## config.mk

```make
export PLATFORM = sky130hd
export DESIGN_NAME = vga_timing_gen_flat
export DESIGN_NICKNAME = d
export VERILOG_FILES = /design/src/rtl/vga_timing_gen_if.sv /design/src/rtl/vga_timing_gen.sv /design/src/flat_wrapper.sv
export SDC_FILE = /design/constraint.sdc
export NUM_CORES = 1
export LEC_CHECK = 0
export ABC_AREA = 1
export BUFFER_PORTS_ARGS = -buffer_cell sky130_fd_sc_hd__buf_2
export CELL_PAD_IN_SITES_DETAIL_PLACEMENT = 1
export CELL_PAD_IN_SITES_GLOBAL_PLACEMENT = 1
export CORE_MARGIN = 2
export CORE_UTILIZATION = 37
export CTS_CLUSTER_SIZE = 24
export DETAILED_ROUTE_END_ITERATION = 10
export PLACE_DENSITY = 0.78
export RECOVER_POWER = 100
export SLEW_MARGIN = 20
export SYNTH_ARGS = -nofsm -noshare
export SYNTH_HDL_FRONTEND = slang
export SYNTH_SLANG_ARGS = --single-unit
```

## constraint.sdc

```tcl
create_clock -name clk -period 2.47 [get_ports clk]
set_clock_uncertainty 0.1 [all_clocks]
set_input_delay 0.494 -clock clk [delete_from_list [all_inputs] [get_ports clk]]
set_output_delay 0.494 -clock clk [all_outputs]
set_load 0.02 [all_outputs]
```

## src/rtl/vga_timing_gen_if.sv

```systemverilog
// rtl/vga_timing_gen_if.sv - VGA raster bundle passed between video pipeline stages
interface vga_if;
   logic [10:0] hcount;
   logic [10:0] vcount;
   logic        hsync;
   logic        vsync;
   logic        hblnk;
   logic        vblnk;
   logic [11:0] rgb;

   modport out (output hcount, vcount, hsync, vsync, hblnk, vblnk, rgb);
   modport in  (input  hcount, vcount, hsync, vsync, hblnk, vblnk, rgb);
endinterface

```

## src/rtl/vga_timing_gen.sv

```systemverilog
// rtl/vga_timing_gen.sv - free-running VGA raster counters, sync pulses and blanking flags
module vga_timing_gen #(
   parameter int H_ACTIVE   = 800,
   parameter int H_FP       = 40,
   parameter int H_SYNC     = 128,
   parameter int H_BP       = 88,
   parameter int V_ACTIVE   = 600,
   parameter int V_FP       = 1,
   parameter int V_SYNC     = 4,
   parameter int V_BP       = 23,
   parameter bit H_SYNC_POL = 1'b1,
   parameter bit V_SYNC_POL = 1'b1
) (
   input  logic clk,
   input  logic rst,
   input  logic pix_en,
   vga_if.out   vga_out,
   output logic frame_start
);
   localparam int H_TOTAL = H_ACTIVE + H_FP + H_SYNC + H_BP;
   localparam int V_TOTAL = V_ACTIVE + V_FP + V_SYNC + V_BP;

   localparam logic [10:0] H_LAST = 11'(H_TOTAL - 1);
   localparam logic [10:0] H_BLNK = 11'(H_ACTIVE);
   localparam logic [10:0] HS_BEG = 11'(H_ACTIVE + H_FP);
   localparam logic [10:0] HS_END = 11'(H_ACTIVE + H_FP + H_SYNC);
   localparam logic [10:0] V_LAST = 11'(V_TOTAL - 1);
   localparam logic [10:0] V_BLNK = 11'(V_ACTIVE);
   localparam logic [10:0] VS_BEG = 11'(V_ACTIVE + V_FP);
   localparam logic [10:0] VS_END = 11'(V_ACTIVE + V_FP + V_SYNC);

   logic [10:0] h_cnt;
   logic [10:0] v_cnt;
   logic [10:0] h_nxt;
   logic [10:0] v_nxt;
   logic        hsync_q;
   logic        vsync_q;
   logic        hblnk_q;
   logic        vblnk_q;
   logic        hsync_nxt;
   logic        vsync_nxt;
   logic        hblnk_nxt;
   logic        vblnk_nxt;
   logic        wrap_nxt;

   // Flags are decoded from the next counter values so that, once registered,
   // they line up with the counts they describe.
   always_comb begin
      h_nxt    = h_cnt + 11'd1;
      v_nxt    = v_cnt;
      wrap_nxt = 1'b0;
      if (h_cnt == H_LAST) begin
         h_nxt = '0;
         if (v_cnt == V_LAST) begin
            v_nxt    = '0;
            wrap_nxt = 1'b1;
         end else begin
            v_nxt = v_cnt + 11'd1;
         end
      end
      hblnk_nxt = (h_nxt >= H_BLNK);
      vblnk_nxt = (v_nxt >= V_BLNK);
      hsync_nxt = ((h_nxt >= HS_BEG) && (h_nxt < HS_END)) ? H_SYNC_POL : ~H_SYNC_POL;
      vsync_nxt = ((v_nxt >= VS_BEG) && (v_nxt < VS_END)) ? V_SYNC_POL : ~V_SYNC_POL;
   end

   always_ff @(posedge clk) begin
      if (rst) begin
         h_cnt       <= '0;
         v_cnt       <= '0;
         hblnk_q     <= 1'b0;
         vblnk_q     <= 1'b0;
         hsync_q     <= ~H_SYNC_POL;
         vsync_q     <= ~V_SYNC_POL;
         frame_start <= 1'b0;
      end else if (pix_en) begin
         h_cnt       <= h_nxt;
         v_cnt       <= v_nxt;
         hblnk_q     <= hblnk_nxt;
         vblnk_q     <= vblnk_nxt;
         hsync_q     <= hsync_nxt;
         vsync_q     <= vsync_nxt;
         frame_start <= wrap_nxt;
      end else begin
         // Stalled strobes must not stretch the frame marker into a multi-cycle pulse.
         frame_start <= 1'b0;
      end
   end

   assign vga_out.hcount = h_cnt;
   assign vga_out.vcount = v_cnt;
   assign vga_out.hsync  = hsync_q;
   assign vga_out.vsync  = vsync_q;
   assign vga_out.hblnk  = hblnk_q;
   assign vga_out.vblnk  = vblnk_q;
   assign vga_out.rgb    = 12'h000;
endmodule

```

## src/flat_wrapper.sv

```systemverilog
// flat-port wrapper written by rule: the top's interface ports become plain ports
module vga_timing_gen_flat 
#(
   parameter int H_ACTIVE   = 800,
   parameter int H_FP       = 40,
   parameter int H_SYNC     = 128,
   parameter int H_BP       = 88,
   parameter int V_ACTIVE   = 600,
   parameter int V_FP       = 1,
   parameter int V_SYNC     = 4,
   parameter int V_BP       = 23,
   parameter bit H_SYNC_POL = 1'b1,
   parameter bit V_SYNC_POL = 1'b1
)
  (clk, rst, pix_en, frame_start, vga_out_hcount, vga_out_vcount, vga_out_hsync, vga_out_vsync, vga_out_hblnk, vga_out_vblnk, vga_out_rgb);
  vga_if vga_out_i ();
  input  logic clk;
  input  logic rst;
  input  logic pix_en;
  output logic frame_start;
  output wire logic [$bits(vga_out_i.hcount)-1:0] vga_out_hcount;
  output wire logic [$bits(vga_out_i.vcount)-1:0] vga_out_vcount;
  output wire logic [$bits(vga_out_i.hsync)-1:0] vga_out_hsync;
  output wire logic [$bits(vga_out_i.vsync)-1:0] vga_out_vsync;
  output wire logic [$bits(vga_out_i.hblnk)-1:0] vga_out_hblnk;
  output wire logic [$bits(vga_out_i.vblnk)-1:0] vga_out_vblnk;
  output wire logic [$bits(vga_out_i.rgb)-1:0] vga_out_rgb;
  assign vga_out_hcount = vga_out_i.hcount;
  assign vga_out_vcount = vga_out_i.vcount;
  assign vga_out_hsync = vga_out_i.hsync;
  assign vga_out_vsync = vga_out_i.vsync;
  assign vga_out_hblnk = vga_out_i.hblnk;
  assign vga_out_vblnk = vga_out_i.vblnk;
  assign vga_out_rgb = vga_out_i.rgb;
  vga_timing_gen #(.H_ACTIVE(H_ACTIVE), .H_FP(H_FP), .H_SYNC(H_SYNC), .H_BP(H_BP), .V_ACTIVE(V_ACTIVE), .V_FP(V_FP), .V_SYNC(V_SYNC), .V_BP(V_BP), .H_SYNC_POL(H_SYNC_POL), .V_SYNC_POL(V_SYNC_POL)) u_core (.clk(clk), .rst(rst), .pix_en(pix_en), .vga_out(vga_out_i), .frame_start(frame_start));
endmodule
```

==> out/qor.txt, run 1 <==
P per Cell Area -> 450 nW/µm²
Core footprint -> 5110 µm²
Data required, critical path -> 2.54 ns
Area share of the largest cell type after synthesis -> 27.4%
EDFF count, synth -> 0
CTS tree -> yes
Antenna-violating nets left -> 0
Cell row count -> 26
Crit share post-route -> 89.9%
First-pass GRT wire length -> 9200 µm
Post-Synth Simple-Gate Area -> 39.5%
Largest delay contributor family on the critical path -> simple AND/OR/NAND/NOR gates
Setup TNS -> 0 ns
Top cells by count, synth -> nand2_1 (74), nor2_1 (39), inv_1 (38)
Post-synthesis adder-cell area fraction -> 1.27%
Largest net degree at the start of global routing -> 35
Ys flop type -> dfxtp_1
Area delta synth->final -> 8.32%
Worst Path Arrival -> 2.29 ns
Root buffer cell -> clkbuf_8
Layout cells sized above 1 -> 9.47%
Setup CP Type -> flop to flop
Post-synthesis mux area share -> 0%
Die area -> 5920 µm²
Count leader, synth -> nand2_1
Clock Sinks -> 27
Worst-Margin Slew -> 0.558 ns
CTS max path bufs -> 2
Wirelength per Cell -> 13.2 µm
Maxcap violations -> 0
Io pins -> 42
CTS clk-pin slew, worst paths -> 0.11 ns
Total gr overflow -> 0
Initial core utilization -> 38.6%
Vias in the first global route -> 1954
Nets -> 344
Async S/R FF share, synth -> 0%
Port bufs -> 29
RSZ-0062 raised after global routing -> false
Routed WL -> 5380 µm
Critical Path Most Common Cell -> nor2_1
Chip Width -> 77.0 µm
Critical Path End Type -> flop
Number of H-tree levels -> 1
Dominant cell type by area after synthesis -> dfxtp_1
Global-route layer with the greatest usage -> met2
Slew Limit Headroom -> 62.8%
Leak -> 0.925 nW
Critical path's largest stage delay -> 0.41 ns
Gpl congestion -> 0.819
Synthesized area -> 1970 µm²
# resized after CTS -> 0
Number of diodes -> 0
GR Layer Usage met3 -> 2.47%
Final setup fails -> 0
Synth cell types -> 33
Final core occ -> 41.8%
Crit-path max FO -> 22
Dpl hpwl -> 4190 µm
Complex-gate fraction of the synthesized area -> 14.2%
Iter 0 DRT Violations -> 54
HP Class -> flop to flop
Fin crit period -> 2.22 ns
Outcome -> complete, no violations
Pwr Total -> 960 µW
WHS -> 0.378 ns
Hold-fix buffers at CTS -> 0
DRT Pass-1 Iters -> 4
Hold Vio Cnt, Final -> 0
CP bufs+invs -> 2
Met1 GRT Util -> 24.2%
Number of warnings issued by yosys -> 0
Via count -> 2002
Sequential area share after synthesis -> 27.4%
Synthesized area per cell -> 6.27 µm²
Worst skew pair latency -> 0.28 ns
Largest family of logic cells by synthesized area -> simple AND/OR/NAND/NOR gates
Mapped Cells -> 314
Worst-path cell chain -> ha_1, nand2_2, nor2_4, inv_2, nor2_1, buf_12, nor2_1, a21oi_2, nand2_1, nor2_1, nand4_1, nand3_1, a21oi_2
TritonCTS buffer count -> 3
DRC Markers -> 0
GR Util met2 -> 33.8%
Critical path launch point type -> flop
Max Transition Viols Final -> 0
Post-CTS Setup Bufs -> 0
Antenna violations before repair -> 0
#FFs+latches synth -> 27
Area contributors post-synth -> dfxtp_1 (27%), nand2_1 (14%), nor2_1 (7.4%)
Max IR drop VDD -> 0.179 mV
Post-Synth XOR/XNOR Area -> 1.78%
Die height -> 77.0 µm
Total GRT Usage -> 18.9%
Vias per cell -> 4.91
Crit-path slowest cell -> dfxtp_1
Max Freq -> 0.450 GHz
registers in the layout, indices dropped and copies added (netlist names):
name	cells
u_core.frame_start	1
u_core.vga_out.hblnk	1
u_core.vga_out.hcount	11
u_core.vga_out.hsync	1
u_core.vga_out.vblnk	1
u_core.vga_out.vcount	11
u_core.vga_out.vsync	1
logic make-up after synthesis:
kind of cell | after synthesis
compound gates | 48
xor+xnor | 4
fa+ha+maj | 2
buf+inv | 63
flops | 27
other cells | 1
simple gates | 169
final cells by class:
class | count | area [µm²]
clock buffers | 3 | 41.3
clock inverters | 1 | 7.51
fillers | 723 | 2970
inverters | 40 | 150
multi-input cells | 235 | 1160
flip-flops and latches | 27 | 542
well taps | 70 | 87.6
repair buffers | 32 | 148
worst paths after layout:
path	start	to	slack [ns]	depth (start not counted)
max	u_core.vga_out.hcount[1]$_SDFFE_PP0P_	u_core.vga_out.vsync$_SDFFE_PP0P_	0.25	13
min	u_core.vga_out.hsync$_SDFFE_PP0P_	u_core.vga_out.hsync$_SDFFE_PP0P_	0.38	2
max reg2reg	u_core.vga_out.hcount[1]$_SDFFE_PP0P_	u_core.vga_out.vsync$_SDFFE_PP0P_	0.25	13
min reg2reg	u_core.vga_out.hsync$_SDFFE_PP0P_	u_core.vga_out.hsync$_SDFFE_PP0P_	0.38	2
per-layer routing:
metal / vias to the layer above / share of wire [%]
met5: - / 0
met4: 0 / 0.76
met3: 5 / 3.4
met2: 35 / 50
met1: 934 / 46
li1: 1028 / -
worst register-to-register path: stages, from the launching register on:
cell and delay (ns):
dfxtp_1 0.41, ha_1 0.21, nand2_2 0.08, nor2_4 0.14, inv_2 0.05, nor2_1 0.19
buf_12 0.20, nor2_1 0.07, a21oi_2 0.14, nand2_1 0.11, nor2_1 0.15, nand4_1 0.10
nand3_1 0.11, a21oi_2 0.05
through the flow:
stage | instance area (µm²) | cells | setup WS (ns)
2_1_floorplan | 2010 | 325 | 0.380
3_3_place_gp | 2120 | 404 | 0.193
3_5_place_dp | 2120 | 404 | 0.153
4_1_cts | 2170 | 408 | 0.102
5_1_grt | 2130 | 408 | 0.0113
6_report | 2130 | 408 | 0.249
where the power goes:
part | switching [mW] | internal [mW]
Clock | 0.153 | 0.115
Combinational | 0.140 | 0.0553
Sequential | 0.0371 | 0.459
placed cells by master (no fill, tap or decap), types with 4 or more instances in the layout:
master and n:
nand2_1 76, nor2_1 40, inv_1 38, clkbuf_1 26, dfxtp_1 26, nand3_1 25, a21oi_1 17, o21ai_0 16
conb_1 12, nand4_1 8, nand2_2 6, nor3_1 4, o211ai_1 4
No activity file was read; power rests on OpenSTA's default activity.
==> inputs of run 2 (changes only) <==
Settings changed: BUFFER_PORTS_ARGS -buffer_cell sky130_fd_sc_hd__buf_2 to -buffer_cell sky130_fd_sc_hd__buf_4.
==> out/qor.txt, run 2 (synthesized netlist as in run 1, its figures left out) <==
Outcome -> complete, no violations
Antenna-violating nets left -> 0
Crit share post-route -> 90.6%
CTS clk-pin slew, worst paths -> 0.10 ns
DRC Markers -> 0
Area delta synth->final -> 7.81%
HP Class -> flop to flop
Maxcap violations -> 0
Io pins -> 42
Total GRT Usage -> 19.7%
Number of H-tree levels -> 1
CTS max path bufs -> 2
Vias in the first global route -> 1999
Chip Width -> 77.0 µm
Fill cells -> 730
Setup slack at placement -> 0.132 ns
CTS tree -> yes
Iter 0 DRT Violations -> 80
Dpl hpwl -> 4270 µm
Setup TNS -> 0 ns
Most frequent cells in the layout -> nand2_1 (77), nor2_1 (40), inv_1 (38)
Fin crit period -> 2.24 ns
Initial core utilization -> 38.6%
Number of diodes -> 0
Worst-Margin Slew -> 0.591 ns
Setup CP Type -> flop to flop
Hold-fix buffers at CTS -> 0
Max Freq -> 0.447 GHz
Antenna violations before repair -> 0
Worst Slack Setup Final -> 0.233 ns
Hold Vio Cnt, Final -> 0
Commonest non-fill, non-tap cell in the layout -> nand2_1
Slew Limit Headroom -> 60.6%
Critical path launch point type -> flop
Clock Sinks -> 27
Data required, critical path -> 2.52 ns
Final setup fails -> 0
Nets -> 343
Port bufs -> 29
TritonCTS buffer count -> 3
Leak -> 0.924 nW
P per Cell Area -> 448 nW/µm²
Total gr overflow -> 0
Worst skew pair latency -> 0.27 ns
Critical Path End Type -> flop
Core footprint -> 5110 µm²
Root buffer cell -> clkbuf_8
Layout cells sized above 1 -> 8.61%
First-pass GRT wire length -> 9580 µm
Crit-path max FO -> 22
Largest net degree at the start of global routing -> 36
Wirelength per Cell -> 13.7 µm
Vias per cell -> 5.06
RSZ-0062 raised after global routing -> false
Via count -> 2060
Max Transition Viols Final -> 0
Pwr Total -> 952 µW
DRT Pass-1 Iters -> 4
Max IR drop VDD -> 0.230 mV
Gpl congestion -> 0.835
Die area -> 5920 µm²
Routed WL -> 5600 µm
Die height -> 77.0 µm
Cell row count -> 26
Worst Path Arrival -> 2.28 ns
[run 2: worst max-delay path, cell delays in order (launching register included)]
cell and delay [ns]:
dfxtp_1 0.40, ha_1 0.20, nand2_2 0.08, nor2_4 0.14
inv_2 0.05, nor2_1 0.19, buf_12 0.20, nor2_1 0.06
a21oi_2 0.15, nand2_1 0.11, nor2_1 0.16, nand4_1 0.10
nand3_1 0.11, a21oi_2 0.05
[run 2: routing by layer]
layer / routed length, µm / vias to the layer above / share of wire [%] / GRT usage (%)
met3: 133 / 4 / 2.4 / 2.12
met2: 2800 / 26 / 50 / 35.9
met1: 2600 / 995 / 47 / 24.8
li1: - / 1035 / - / -
met4: 60 / 0 / 1.1 / 4.73
met5: 0 / - / 0 / 0
[run 2: power by group]
group / switching (mW) / internal (mW)
Combinational: 0.142 / 0.0551
Clock: 0.143 / 0.116
Sequential: 0.0371 / 0.459
[run 2: final cells by class]
class,count,area (µm²),share of cell area [%]
inverters,40,150,7.07
flip-flops and latches,27,543,25.6
well taps,70,87.6,4.12
clock buffers,4,45.0,2.12
repair buffers,31,148,6.95
multi-input cells,235,1150,54.2
[run 2: worst paths after layout]
kind                                              start                           endpoint  slack (ns)  cells after the start
setup / recovery  u_core.vga_out.hcount[1]$_SDFFE_PP0P_  u_core.vga_out.vsync$_SDFFE_PP0P_        0.23                     13
hold / removal        u_core.vga_out.hsync$_SDFFE_PP0P_  u_core.vga_out.hsync$_SDFFE_PP0P_        0.37                      2
setup reg to reg  u_core.vga_out.hcount[1]$_SDFFE_PP0P_  u_core.vga_out.vsync$_SDFFE_PP0P_        0.23                     13
hold reg to reg       u_core.vga_out.hsync$_SDFFE_PP0P_  u_core.vga_out.hsync$_SDFFE_PP0P_        0.37                      2
[run 2: timing repair]
action | in CTS | in global routing
setup endpoints to repair | 0 | 3
resized for setup | 0 | 5
buffers inserted | 0 | 0
[run 2: stage by stage]
stage	area [µm²]	cells	hold slack (ns)	util (%)
finish	2120	407	0.374	41.6
global placement	2190	403	0.358	42.8
detailed placement	2190	403	0.367	42.8
floorplan	2010	325	0.439	-
CTS	2230	407	0.375	43.7
global route	2120	407	0.409	41.6
